**src/rtl/ahb_arb_pkg.sv**
```systemverilog
// Shared types and the round-robin pick helper for the AHB transaction arbiter.
package ahb_arb_pkg;

  typedef enum logic {ARB, HOLD} arb_state_t;

  // Upper bound on requesters; rr_pick works on vectors sized to this bound.
  localparam int MAX_REQ = 8;

  // First valid requester after 'last', searching last+1, last+2, ... modulo n_req.
  // The caller only uses the result when at least one valid bit is set.
  function automatic logic [2:0] rr_pick(input logic [MAX_REQ-1:0] valid,
                                         input logic [2:0]         last,
                                         input int                 n_req);
    logic [2:0] pick;
    logic       found;
    int         idx;
    pick  = '0;
    found = 1'b0;
    for (int i = 1; i <= MAX_REQ; i++) begin
      idx = (int'(last) + i) % n_req;
      if (!found && (i <= n_req) && valid[idx]) begin
        pick  = 3'(idx);
        found = 1'b1;
      end
    end
    return pick;
  endfunction

endpackage

```
**src/rtl/ahb_arb_tag_fifo.sv**
```systemverilog
// Small FIFO of requester IDs, one entry per outstanding read, in issue order.
module ahb_arb_tag_fifo #(
  parameter int DEPTH = 2,
  parameter int W     = 2
) (
  input  logic         i_clk_ahb,
  input  logic         i_rstn_ahb,
  input  logic         i_push,
  input  logic [W-1:0] i_push_data,
  input  logic         i_pop,
  output logic [W-1:0] o_head,
  output logic         o_full,
  output logic         o_empty
);

  localparam int PTR_W = (DEPTH > 1) ? $clog2(DEPTH) : 1;
  localparam int CNT_W = $clog2(DEPTH + 1);

  logic [W-1:0]     r_mem [DEPTH];
  logic [PTR_W-1:0] r_wr_ptr;
  logic [PTR_W-1:0] r_rd_ptr;
  logic [CNT_W-1:0] r_count;
  logic             w_do_push;
  logic             w_do_pop;

  // Pointers wrap at DEPTH explicitly so non-power-of-2 depths stay in range.
  function automatic logic [PTR_W-1:0] ptr_inc(input logic [PTR_W-1:0] p);
    return (int'(p) == DEPTH - 1) ? '0 : p + 1'b1;
  endfunction

  assign o_full    = (r_count == CNT_W'(DEPTH));
  assign o_empty   = (r_count == '0);
  assign o_head    = r_mem[r_rd_ptr];
  // A pop in the same cycle frees the head slot, so a push into a full FIFO is legal then.
  assign w_do_push = i_push && (!o_full || i_pop);
  assign w_do_pop  = i_pop && !o_empty;

  // Pointer and occupancy bookkeeping.
  // NOTE: sequential state uses non-blocking (<=) so every flop samples pre-edge values.
  always_ff @(posedge i_clk_ahb or negedge i_rstn_ahb) begin
    if (!i_rstn_ahb) begin
      r_wr_ptr <= '0;
      r_rd_ptr <= '0;
      r_count  <= '0;
    end else begin
      if (w_do_push) r_wr_ptr <= ptr_inc(r_wr_ptr);
      if (w_do_pop)  r_rd_ptr <= ptr_inc(r_rd_ptr);
      case ({w_do_push, w_do_pop})
        2'b10:   r_count <= r_count + 1'b1;
        2'b01:   r_count <= r_count - 1'b1;
        default: r_count <= r_count;
      endcase
    end
  end

  // Entry storage.
  // NOTE: the data array is not reset; r_count marks which entries are meaningful.
  always_ff @(posedge i_clk_ahb) begin
    if (w_do_push) r_mem[r_wr_ptr] <= i_push_data;
  end

endmodule

```
**src/rtl/ahb_txn_arbiter.sv**
```systemverilog
// Round-robin arbiter sharing one AHB master port among N_REQ requesters,
// with read-return routing back to the issuing requester.
module ahb_txn_arbiter
  import ahb_arb_pkg::*;
#(
  parameter int N_REQ     = 4,
  parameter int ADDR_W    = 32,
  parameter int DATA_W    = 32,
  parameter int TAG_DEPTH = 2
) (
  input  logic                      i_clk_ahb,
  input  logic                      i_rstn_ahb,
  input  logic [N_REQ-1:0]          i_req_valid,
  input  logic [N_REQ-1:0]          i_req_rd0_wr1,
  input  logic [N_REQ*ADDR_W-1:0]   i_req_addr,
  input  logic [N_REQ*DATA_W-1:0]   i_req_wr_data,
  output logic [N_REQ-1:0]          o_req_ready,
  output logic [N_REQ-1:0]          o_req_rd_valid,
  output logic [DATA_W-1:0]         o_req_rd_data,
  output logic                      o_m_valid,
  output logic                      o_m_rd0_wr1,
  output logic [ADDR_W-1:0]         o_m_addr,
  output logic [DATA_W-1:0]         o_m_wr_data,
  input  logic                      i_m_ready,
  input  logic                      i_m_rd_valid,
  input  logic [DATA_W-1:0]         i_m_rd_data,
  output logic [$clog2(N_REQ)-1:0]  o_grant_id,
  output logic                      o_err_orphan
);

  localparam int ID_W = $clog2(N_REQ);

  arb_state_t       r_state;
  arb_state_t       w_state_nxt;
  logic [ID_W-1:0]  r_grant_id;
  logic [ID_W-1:0]  r_last_grant;
  logic [ID_W-1:0]  w_pick;
  logic [MAX_REQ-1:0] w_valid_ext;
  logic             r_err_orphan;
  logic             w_is_rd;
  logic             w_push;
  logic             w_pop;
  logic             w_tag_full;
  logic             w_tag_empty;
  logic [ID_W-1:0]  w_tag_head;

  assign o_grant_id   = r_grant_id;
  assign o_err_orphan = r_err_orphan;

  // Widen the request vector to the helper's fixed width and pick the next winner.
  always_comb begin
    w_valid_ext              = '0;
    w_valid_ext[N_REQ-1:0]   = i_req_valid;
    w_pick                   = ID_W'(rr_pick(w_valid_ext, 3'(r_last_grant), N_REQ));
  end

  // State, grant registers and the sticky orphan-return flag.
  always_ff @(posedge i_clk_ahb or negedge i_rstn_ahb) begin
    if (!i_rstn_ahb) begin
      r_state      <= ARB;
      r_grant_id   <= '0;
      r_last_grant <= ID_W'(N_REQ - 1);
      r_err_orphan <= 1'b0;
    end else begin
      r_state <= w_state_nxt;
      if (r_state == ARB && |i_req_valid) begin
        r_grant_id   <= w_pick;
        r_last_grant <= w_pick;
      end
      if (i_m_rd_valid && w_tag_empty) r_err_orphan <= 1'b1;
    end
  end

  // Next state, master-port mux and accept decode for the granted requester.
  // NOTE: every output gets a default first so no path leaves it unassigned (no latches).
  always_comb begin
    w_state_nxt = r_state;
    o_m_valid   = 1'b0;
    o_m_rd0_wr1 = 1'b0;
    o_m_addr    = '0;
    o_m_wr_data = '0;
    o_req_ready = '0;
    w_push      = 1'b0;
    w_is_rd     = 1'b0;
    case (r_state)
      ARB: begin
        if (|i_req_valid) w_state_nxt = HOLD;
      end
      HOLD: begin
        o_m_rd0_wr1 = i_req_rd0_wr1[r_grant_id];
        o_m_addr    = i_req_addr[int'(r_grant_id)*ADDR_W +: ADDR_W];
        o_m_wr_data = i_req_wr_data[int'(r_grant_id)*DATA_W +: DATA_W];
        w_is_rd     = !i_req_rd0_wr1[r_grant_id];
        // A read waits while every tag slot is taken; writes need no tag.
        o_m_valid   = i_req_valid[r_grant_id] && !(w_is_rd && w_tag_full);
        if (!i_req_valid[r_grant_id]) begin
          w_state_nxt = ARB;
        end else if (o_m_valid && i_m_ready) begin
          o_req_ready[r_grant_id] = 1'b1;
          w_push                  = w_is_rd;
          w_state_nxt             = ARB;
        end
      end
      default: w_state_nxt = ARB;
    endcase
  end

  // Read returns go to the oldest outstanding reader in the same cycle.
  always_comb begin
    o_req_rd_valid = '0;
    o_req_rd_data  = '0;
    w_pop          = i_m_rd_valid && !w_tag_empty;
    if (w_pop) begin
      o_req_rd_valid[w_tag_head] = 1'b1;
      o_req_rd_data              = i_m_rd_data;
    end
  end

  ahb_arb_tag_fifo #(
    .DEPTH (TAG_DEPTH),
    .W     (ID_W)
  ) u_tag_fifo (
    .i_clk_ahb   (i_clk_ahb),
    .i_rstn_ahb  (i_rstn_ahb),
    .i_push      (w_push),
    .i_push_data (r_grant_id),
    .i_pop       (w_pop),
    .o_head      (w_tag_head),
    .o_full      (w_tag_full),
    .o_empty     (w_tag_empty)
  );

endmodule

```
**config.mk**
```make
export PLATFORM = sky130hd
export DESIGN_NAME = ahb_txn_arbiter
export DESIGN_NICKNAME = d
export VERILOG_FILES = /design/src/rtl/ahb_arb_pkg.sv /design/src/rtl/ahb_arb_tag_fifo.sv /design/src/rtl/ahb_txn_arbiter.sv
export SDC_FILE = /design/constraint.sdc
export NUM_CORES = 1
export LEC_CHECK = 0
export BUFFER_PORTS_ARGS = -buffer_cell sky130_fd_sc_hd__buf_2
export CAP_MARGIN = 10
export CORE_AREA = 4 4 156 158
export DETAILED_ROUTE_END_ITERATION = 8
export DIE_AREA = 0 0 160 162
export HOLD_SLACK_MARGIN = 0.1
export PLACE_DENSITY = 0.42
export REMOVE_ABC_BUFFERS = 1
export SETUP_SLACK_MARGIN = 0.5
export SYNTH_ARGS = -nofsm -noshare
export SYNTH_HDL_FRONTEND = slang
export SYNTH_HIERARCHICAL = 1
export SYNTH_SLANG_ARGS = --single-unit
export TNS_END_PERCENT = 10
```
**constraint.sdc**
```tcl
create_clock -name i_clk_ahb -period 2.72 [get_ports i_clk_ahb]
set_clock_uncertainty 0.05 [all_clocks]
set_input_delay 0.408 -clock i_clk_ahb [delete_from_list [all_inputs] [get_ports i_clk_ahb]]
set_output_delay 0.408 -clock i_clk_ahb [all_outputs]
set_load 0.005 [all_outputs]
```
==> results of run 1 <==
## cells by family after synthesis
| logic type | synth area share, % |
|---|---|
| AO/OA/AOI/OAI | 4.781 |
| XOR/XNOR | 1.418 |
| adder cells (fa/ha/maj) | 0.4051 |
| buffers and inverters | 5.348 |
| flip-flops | 12.07 |
| multiplexers | 49.23 |
| AND/OR/NAND/NOR | 26.74 |
## area by class of cell
| class | count | share of cell area (%) |
|---|---|---|
| Multi-Input combinational cell | 227 | 44.51 |
| Timing Repair Buffer | 429 | 41.00 |
| Sequential cell | 14 | 6.530 |
| Tap cell | 290 | 6.209 |
| Clock buffer | 3 | 1.285 |
| Inverter | 5 | 0.3211 |
| Antenna cell | 2 | 0.08563 |
| Clock inverter | 1 | 0.06423 |
## cell usage after synthesis, drive strengths merged, types with 2 or more instances
cell type	n
and2	97
mux4	66
clkbuf	17
buf	14
nor2	10
dfrtp	8
a21oi	6
nand2	6
inv	5
edfxtp	4
a21o	3
mux2	3
nand2b	3
nor2b	3
o31ai	3
xnor2	3
dfstp	2
nand3b	2
nor3	2
nor3b	2
nor4b	2
xor2	2
## repair_timing
| item | CTS | global route |
|---|---|---|
| hold buffers | 1 | 0 |
| setup buffers | 3 | 2 |
| hold endpoints to repair | 8 | 0 |
| endpoints found under the setup margin | 67 | 109 |
| resized for setup | 11 | 6 |
| gates cloned | 5 | 1 |
| pin swaps | 0 | 2 |
## worst max path at each step
stage / to / slack (ns) / depth (start not counted)
floorplan: u_tag_fifo/r_count[1]$_DFFE_PN0P_ / -2.07 / 6
global placement: u_tag_fifo/r_count[1]$_DFFE_PN0P_ / 0.42 / 8
detailed placement: u_tag_fifo/r_count[1]$_DFFE_PN0P_ / 0.45 / 8
CTS: o_req_ready[0] / 0.37 / 6
global route: u_tag_fifo/r_count[1]$_DFFE_PN0P_ / 0.32 / 9
finish: o_req_ready[3] / 0.38 / 6
## power groups by stage
stage | Clock [mW] | Sequential, mW | Combinational (mW)
after floorplan | 0 | 0.792 | 1.93
after global placement | 0 | 0.461 | 3.68
after detailed placement | 0 | 0.460 | 3.67
after CTS | 0.289 | 0.465 | 4.17
after global routing | 0.302 | 0.472 | 4.51
final | 0.278 | 0.458 | 4.14
## worst max-delay path, stage by stage (launching register included)
cell and delay, ns:
dfrtp_4 0.52, buf_12 0.15, mux4_2 0.46, nor2b_2 0.14, nand2b_4 0.18, nor4_1 0.06
buf_2 0.13
## sequential cells by signal, indices dropped and copies added (netlist names)
signal               count
r_last_grant             2
u_tag_fifo/r_count       2
r_state                  1
o_grant_id               2
u_tag_fifo/r_wr_ptr      1
u_tag_fifo/r_rd_ptr      1
o_err_orphan             1
u_tag_fifo/r_mem         4
## metrics by stage
step           total power [mW]  hold slack, ns
3_5_place_dp              4.134          0.2409
2_1_floorplan             2.721         0.06241
6_report                  4.877          0.3417
5_1_grt                   5.285          0.3296
3_3_place_gp              4.140          0.2398
4_1_cts                   4.923          0.3303
## per-layer routing
metal | track usage (%) | up-vias | share of wire (%)
met4 | 2.112 | 4 | 0.80
met2 | 24.12 | 240 | 53
met3 | 3.400 | 8 | 8.7
met5 | 0 | - | 0.074
li1 | - | 1865 | -
met1 | 16.03 | 1952 | 37
## layout by cell type (no fill, tap or decap), types with 3 or more instances in the layout
| cell | netlist | layout |
|---|---|---|
| a21oi_1 | 6 | 6 |
| nor2_1 | 10 | 10 |
| inv_1 | 5 | 5 |
| mux2_2 | 3 | 3 |
| buf_4 | 2 | 7 |
| clkbuf_16 | 0 | 4 |
| mux4_2 | 66 | 66 |
| xnor2_1 | 3 | 3 |
| buf_16 | 0 | 7 |
| o31ai_1 | 3 | 3 |
| nand2_1 | 6 | 6 |
| dfrtp_1 | 8 | 5 |
| buf_6 | 1 | 3 |
| edfxtp_1 | 4 | 4 |
| buf_2 | 11 | 408 |
| a21o_1 | 3 | 3 |
| and2_1 | 97 | 97 |
==> impl_metrics.env, run 1 <==
export IMPL_dieHeight_microns=162
export IMPL_p_int_mw=2.883
export IMPL_drive_gt1_share_pct=76.29
export IMPL_place_gp_congestion=0.7623
export IMPL_maxSlewHeadroom_pct=70.13
export IMPL_fin_tns_setup_ns=0
export IMPL_grt_pass1_vias=4128
export IMPL_core_area_sq_um=23120
export IMPL_grt_pass1_wl_microns=26360
export IMPL_hold_depth=2
export IMPL_ff2ff_path_depth=9
export IMPL_grt_overflow=0
export IMPL_status="finished, final reports clean"
export IMPL_clk_latency_ns=0.24
export IMPL_vias=4069
export IMPL_final_net_count=981
export IMPL_cp_end_kind="output port"
export IMPL_fmax_mhz=427.0
export IMPL_crit_required_ns=2.26
export IMPL_async_reset_ff_share_pct=71.43
export IMPL_die_area_sq_um=25920
export IMPL_synth_area_sq_um=3088
export IMPL_antenna_found_initial=6
export IMPL_multi_input_area_sq_um=2601
export IMPL_pin_count=409
export IMPL_synth_seq_cells=14
export IMPL_leakage_nw=2.927
export IMPL_dp_hpwl_microns=15610
export IMPL_stdcell_count=971
export IMPL_min_period_ns=2.342
export IMPL_die_w_microns=160
export IMPL_cts_root_buf="clkbuf_16"
export IMPL_via_per_inst=4.191
export IMPL_wire_per_inst_microns=19.39
export IMPL_hold_violations=0
export IMPL_switching_share_pct=40.90
export IMPL_clk_pin_slew_worst_paths_ns=0.05
export IMPL_finalMaxSlewViolations=0
export IMPL_combPwrFrac_pct=84.9
export IMPL_stdcell_area_sq_um=5844
export IMPL_reg2reg_from="o_grant_id[0]$_DFFE_PN0P_"
export IMPL_crit_arrival_ns=1.88
export IMPL_grt_max_degree=38
export IMPL_placed_area_sq_um=5450
export IMPL_synth_largest_type_area_fraction_pct=48.14
export IMPL_clkSinkCount=14
export IMPL_seqCellArea_sq_um=381.6
export IMPL_yosysUniqueCellTypes=41
export IMPL_start_util_pct=13.35
export IMPL_placedCellCount=953
export IMPL_startpoint_type="register"
export IMPL_netlist_instances=277
export IMPL_synth_edf_count=4
export IMPL_yosys_warnings=6
export IMPL_timing_rr_end="u_tag_fifo/r_count[1]$_DFFE_PN0P_"
export IMPL_pwr_share_clk_pct=5.7
export IMPL_period_share_pct=86.09
export IMPL_ys_flop_type="dfrtp_1"
export IMPL_crit_start="o_grant_id[0]$_DFFE_PN0P_"
export IMPL_synth_seq_area_share_pct=12.07
export IMPL_synth_area_leaders="mux4_2, and2_1, dfrtp_1, edfxtp_1, clkbuf_1"
export IMPL_criticalPathCategory="reg2out"
export IMPL_cts_tree="yes"
export IMPL_grt_use_total_pct=13.24
export IMPL_cts_buffers=3
export IMPL_maxCapViolCount=0
export IMPL_rsz0062_at_grt="true"
export IMPL_irDropWorstVdd_uv=291.1
export IMPL_p_per_area_nw_per_um2=834.5
export IMPL_pwr_share_seq_pct=9.4
export IMPL_place_ws_ns=0.4522
export IMPL_synth_area_per_cell_sq_um=11.15
export IMPL_drt_iter0_markers=177
export IMPL_layout_setup_ws_ns=0.3783
export IMPL_hold_end="o_err_orphan$_DFFE_PN0P_"
export IMPL_htree_levels=1
export IMPL_fin_util_pct=25.28
export IMPL_drt_total_wl_microns=18830
export IMPL_min_delay_start="i_m_rd_valid"
export IMPL_ant_nets=0
export IMPL_hold_class="in2reg"
export IMPL_drt_first_pass_iters=4
export IMPL_row_count=56
export IMPL_finalSetupViolCount=0
export IMPL_syn2layout_area_growth_pct=89.26
export IMPL_cp_max_fo=5
export IMPL_cts_buffer_depth=2
export IMPL_synth_area_leader_cell="mux4_2"
export IMPL_numPortBuffers=408
export IMPL_p_sw_mw=1.995
export IMPL_fillers=2569
export IMPL_drcViolationCount=0
export IMPL_max_slew_worst_pin_slew_ns=0.4480
export IMPL_r2r_setup_slack_ns=0.45
Note: power is estimated with default switching activity, not from simulation.
==> inputs of run 2 (changes only) <==
BUFFER_PORTS_ARGS = default   (was -buffer_cell sky130_fd_sc_hd__buf_2)
CORE_AREA = 4 4 155 157   (was 4 4 156 158)
DIE_AREA = 0 0 159 161   (was 0 0 160 162)
DONT_BUFFER_PORTS = 1   (was default)
PLACE_DENSITY = 0.3   (was 0.42)
REMOVE_ABC_BUFFERS = default   (was 1)
==> impl_metrics.env, run 2 (same netlist as run 1, synthesis figures left out) <==
export IMPL_status="finished, final reports clean"
export IMPL_cts_buffers=3
export IMPL_cts_buffer_depth=2
export IMPL_largest_reg_flops=4
export IMPL_drt_total_wl_microns=14730
export IMPL_crit_start="o_grant_id[0]$_DFFE_PN0P_"
export IMPL_place_gp_congestion=0.8046
export IMPL_min_delay_start="i_m_rd_valid"
export IMPL_final_net_count=566
export IMPL_grt_use_total_pct=10.04
export IMPL_timing_rr_end="u_tag_fifo/r_count[1]$_DFFE_PN0P_"
export IMPL_drt_iter0_markers=139
export IMPL_dieHeight_microns=161
export IMPL_max_slew_worst_pin_slew_ns=0.5333
export IMPL_vias=2564
export IMPL_fmax_mhz=439.4
export IMPL_finalSetupViolCount=0
export IMPL_fillers=2513
export IMPL_finalMaxSlewViolations=0
export IMPL_min_period_ns=2.276
export IMPL_ff2ff_path_depth=7
export IMPL_core_area_sq_um=22500
export IMPL_antenna_found_initial=9
export IMPL_grt_pass1_wl_microns=20090
export IMPL_timing_critical_path_to="o_req_ready[1]"
export IMPL_fin_tns_setup_ns=0
export IMPL_die_w_microns=159
export IMPL_whs_ns=0.2335
export IMPL_syn2layout_area_growth_pct=18.60
export IMPL_grt_max_degree=45
export IMPL_criticalPathCategory="reg2out"
export IMPL_numPortBuffers=0
export IMPL_cts_root_buf="clkbuf_16"
export IMPL_fin_util_pct=16.27
export IMPL_wire_per_inst_microns=26.74
export IMPL_r2r_setup_slack_ns=0.53
export IMPL_largest_register="u_tag_fifo/r_mem"
export IMPL_hold_class="in2reg"
export IMPL_drt_first_pass_iters=4
export IMPL_clk_latency_ns=0.24
export IMPL_layout_setup_ws_ns=0.4443
export IMPL_cp_max_fo=5
export IMPL_maxCapViolCount=0
export IMPL_layout_common_cells="and2_1, mux4_2, nor2_1, nand2_1, a21oi_1"
export IMPL_clk_pin_slew_worst_paths_ns=0.05
export IMPL_clkSinkCount=14
export IMPL_grt_pass1_vias=2897
export IMPL_rsz0062_at_grt="true"
export IMPL_period_share_pct=83.66
export IMPL_start_util_pct=13.72
export IMPL_crit_arrival_ns=1.82
export IMPL_grt_overflow=0
export IMPL_place_ws_ns=0.4665
export IMPL_htree_levels=1
export IMPL_maxSlewHeadroom_pct=64.33
export IMPL_via_per_inst=4.653
export IMPL_die_area_sq_um=25600
export IMPL_drcViolationCount=0
export IMPL_dp_hpwl_microns=12620
export IMPL_drive_gt1_share_pct=39.02
export IMPL_hold_violations=0
export IMPL_row_count=55
export IMPL_pin_count=409
export IMPL_crit_required_ns=2.26
export IMPL_final_common_cell="and2_1"
export IMPL_cp_end_kind="output port"
export IMPL_p_per_area_nw_per_um2=1038
export IMPL_irDropWorstVdd_uv=440.3
export IMPL_startpoint_type="register"
export IMPL_leakage_nw=1.168
export IMPL_cts_tree="yes"
export IMPL_ant_nets=0
export IMPL_hold_depth=1
export IMPL_syn_nets=578
export IMPL_reg2reg_from="o_grant_id[0]$_DFFE_PN0P_"
## run 2: cell count changes in the layout (fill, tap and decap cells not counted), moves of 2 or more
cell | before | now
buf_2 | 408 | 0
buf_16 | 7 | 2
nor3_2 | 2 | 0
buf_4 | 7 | 5
## run 2: worst min-delay path by stage
| stage | end | slack (ns) |
|---|---|---|
| after floorplan | o_err_orphan$_DFFE_PN0P_ | 0.06 |
| after global placement | o_grant_id[0]$_DFFE_PN0P_ | 0.06 |
| after detailed placement | u_tag_fifo/r_rd_ptr$_DFFE_PN0P_ | 0.06 |
| after CTS | o_err_orphan$_DFFE_PN0P_ | 0.23 |
| after global routing | o_err_orphan$_DFFE_PN0P_ | 0.23 |
| final | o_err_orphan$_DFFE_PN0P_ | 0.23 |
## run 2: repair_timing
action / 4_1_cts / 5_1_grt
resized for setup: 10 / 5
endpoints found under the hold margin: 10 / 0
endpoints found under the setup margin: 67 / 96
hold buffers: 1 / 0
setup buffers: 2 / 1
pin swaps: 0 / 5
cloned: 1 / 2
## run 2: layer usage
| layer | routed length (microns) | GRT usage, % | vias to the layer above |
|---|---|---|---|
| li1 | - | - | 1031 |
| met1 | 5425 | 11.64 | 1255 |
| met4 | 55 | 1.065 | 14 |
| met5 | 103 | 0 | - |
| met3 | 1687 | 4.644 | 20 |
| met2 | 7459 | 17.64 | 244 |
## run 2: cell type report
type / instances / area (sq um) / area share (%)
diodes: 2 / 5.005 / 0.1367
clock buffers: 3 / 75.07 / 2.050
clock inverters: 1 / 3.754 / 0.1025
inverters: 5 / 18.77 / 0.5125
multi-input cells: 227 / 2606 / 71.17
flip-flops and latches: 14 / 381.6 / 10.42
well taps: 285 / 356.6 / 9.737
repair buffers: 14 / 215.2 / 5.876
## run 2: worst max-delay path, stage by stage (launching register included)
cell and delay [ns]:
dfrtp_4 0.51, mux4_2 0.59, nor2b_2 0.14, nand2b_4 0.17
nor3_4 0.05, buf_6 0.12
## run 2: per-stage QoR
stage	cell area [sq um]	total power, mW	cells
3_5_place_dp	3381	3.272	538
5_1_grt	3662	4.109	551
3_3_place_gp	3381	3.271	538
4_1_cts	3572	3.753	546
6_report	3662	3.800	551
2_1_floorplan	3094	2.738	277
## run 2: report_power, final
part | internal, mW | leakage [nW] | switching [mW] | total [mW]
registers | 0.328 | 0.146 | 0.182 | 0.510
logic | 1.60 | 0.984 | 1.41 | 3.01
clock network | 0.195 | 0.0385 | 0.0852 | 0.280
==> inputs of run 3 (changes only) <==
clock period = 2.1 ns   (was 2.72 ns; I/O delays follow)
==> impl_metrics.env, run 3 (same netlist as run 1, synthesis figures left out) <==
export IMPL_crit_required_ns=1.74
export IMPL_cp_cell_sequence="mux4_2, buf_6, nor2b_4, nand2b_4, nor4b_2, buf_4"
export IMPL_syn_nets=578
export IMPL_stdcell_area_sq_um=3968
export IMPL_start_util_pct=13.72
export IMPL_pwr_share_clk_pct=6.4
export IMPL_core_area_sq_um=22500
export IMPL_status="finished with violations"
export IMPL_drive_gt1_share_pct=62.87
export IMPL_clk_pin_slew_worst_paths_ns=0.05
export IMPL_largest_reg_flops=4
export IMPL_final_common_cell="mux4_2"
export IMPL_max_slew_worst_pin_slew_ns=0.5472
export IMPL_hold_class="in2reg"
export IMPL_switching_share_pct=41.34
export IMPL_maxCapViolCount=0
export IMPL_row_count=55
export IMPL_cts_root_buf="clkbuf_16"
export IMPL_via_per_inst=4.577
export IMPL_grt_pass1_wl_microns=20310
export IMPL_period_share_pct=105.1
export IMPL_drt_total_wl_microns=15190
export IMPL_fmax_mhz=453.1
export IMPL_leakage_nw=1.341
export IMPL_cts_tree="yes"
export IMPL_drt_iter0_markers=143
export IMPL_maxSlewHeadroom_pct=63.40
export IMPL_htree_levels=1
export IMPL_grt_overflow=0
export IMPL_clkSinkCount=14
export IMPL_path_delay_family="multiplexers"
export IMPL_syn2layout_area_growth_pct=28.48
export IMPL_place_gp_congestion=0.8166
export IMPL_irDropWorstVdd_uv=465.7
export IMPL_combPwrFrac_pct=83.8
export IMPL_drcViolationCount=0
export IMPL_violations="setup timing"
export IMPL_die_w_microns=159
export IMPL_cp_max_fo=5
export IMPL_rsz0062_at_grt="true"
export IMPL_layout_common_cells="mux4_2, and2_4, and2_1, nor2_1"
export IMPL_clk_latency_ns=0.25
export IMPL_grt_pass1_vias=2853
export IMPL_multi_input_area_sq_um=2781
export IMPL_p_sw_mw=2.429
export IMPL_grt_max_degree=47
export IMPL_numPortBuffers=0
export IMPL_finalSetupViolCount=38
export IMPL_startpoint_type="register"
export IMPL_min_period_ns=2.207
export IMPL_cpMaxStageDelayCell="mux4_2"
export IMPL_cts_buffer_depth=2
export IMPL_dieHeight_microns=161
export IMPL_die_area_sq_um=25600
export IMPL_antenna_found_initial=1
export IMPL_largest_register="u_tag_fifo/r_mem"
export IMPL_cts_buffers=3
export IMPL_cp_slowest_stage_delay_ns=0.56
export IMPL_cp_end_kind="output port"
export IMPL_wire_per_inst_microns=27.22
export IMPL_final_net_count=574
export IMPL_fillers=2481
export IMPL_pwr_share_seq_pct=9.9
export IMPL_pin_count=409
export IMPL_crit_buf_inv=2
export IMPL_dp_hpwl_microns=12830
export IMPL_finalMaxSlewViolations=0
export IMPL_crit_arrival_ns=1.84
export IMPL_placed_area_sq_um=3460
export IMPL_fin_util_pct=17.63
export IMPL_grt_use_total_pct=10.15
export IMPL_drt_first_pass_iters=4
export IMPL_p_int_mw=3.447
export IMPL_p_per_area_nw_per_um2=1481
export IMPL_criticalPathCategory="reg2out"
export IMPL_layout_setup_ws_ns=-0.1071
export IMPL_ant_nets=0
export IMPL_whs_ns=0.1387
export IMPL_hold_violations=0
export IMPL_vias=2554
export IMPL_seqCellArea_sq_um=381.6
run 3: changes by cell type in the layout (fill, tap and decap cells not counted), sizes merged:
cell,delta
buf,+8
diode,-1
run 3: routing by layer:
| metal | wire length (microns) | vias to the layer above | global-route usage (%) |
|---|---|---|---|
| met3 | 1492 | 4 | 3.011 |
| met2 | 7900 | 217 | 18.15 |
| li1 | - | 1048 | - |
| met1 | 5771 | 1285 | 12.62 |
| met5 | 0 | - | 0 |
| met4 | 23 | 0 | 0.8679 |
run 3: power by group through the flow:
stage	Sequential, mW	Combinational (mW)	Clock (mW)
5_1_grt	0.602	5.27	0.396
4_1_cts	0.573	4.81	0.387
3_3_place_gp	0.560	3.87	0
3_5_place_dp	0.563	3.88	0
2_1_floorplan	0.475	3.10	0
6_report	0.579	4.92	0.375
run 3: cell type report:
type | count | area share [%]
Tap cell | 285 | 8.988
Antenna cell | 1 | 0.06307
Multi-Input combinational cell | 227 | 70.10
Inverter | 5 | 0.4730
Timing Repair Buffer | 22 | 8.767
Clock inverter | 1 | 0.09461
Clock buffer | 3 | 1.892
Sequential cell | 14 | 9.618
run 3: worst paths after layout:
check | start | to | slack [ns] | cells past startpoint
min in group asynchronous | i_rstn_ahb | r_state$_DFF_PN0_ | 0.44 | 1
max in group asynchronous | i_rstn_ahb | o_grant_id[0]$_DFFE_PN0P_ | 1.15 | 1
hold / removal | i_m_rd_valid | o_err_orphan$_DFFE_PN0P_ | 0.14 | 1
setup / recovery | o_grant_id[0]$_DFFE_PN0P_ | o_req_ready[2] | -0.11 | 6
setup reg to reg | o_grant_id[0]$_DFFE_PN0P_ | u_tag_fifo/r_count[1]$_DFFE_PN0P_ | -0.03 | 9
hold reg to reg | o_err_orphan$_DFFE_PN0P_ | o_err_orphan$_DFFE_PN0P_ | 0.46 | 1
run 3: timing repair:
| action | CTS | global route |
|---|---|---|
| buffers inserted | 3 | 0 |
| cloned | 2 | 3 |
| hold buffers | 1 | 0 |
| pin swaps | 1 | 2 |
| hold endpoints to repair | 10 | 0 |
| setup endpoints to repair | 114 | 117 |
| gates resized for setup | 74 | 8 |
run 3: worst reg2reg max path, delay by kind of cell, from the launching register on:
family / cells / cell delay, ns
adders and majority gates: 1 / 0.17
buffers and inverters: 1 / 0.16
DFF: 1 / 0.51
xor gates and xnor gates: 2 / 0.26
and+or+nand+nor: 3 / 0.54
AOI/OAI and AO/OA: 1 / 0.12
muxes: 1 / 0.24
run 3: metrics by stage:
step                      TNS (ns)  setup slack [ns]  power, mW  std cells
after global routing        -4.264           -0.1610      6.269        558
after floorplan           -0.04206          -0.04206      3.576        277
after detailed placement   -0.1728          -0.03943      4.443        544
final                       -1.955           -0.1071      5.876        558
after CTS                   -3.086           -0.1083      5.767        554
after global placement    -0.02474          -0.02474      4.429        544
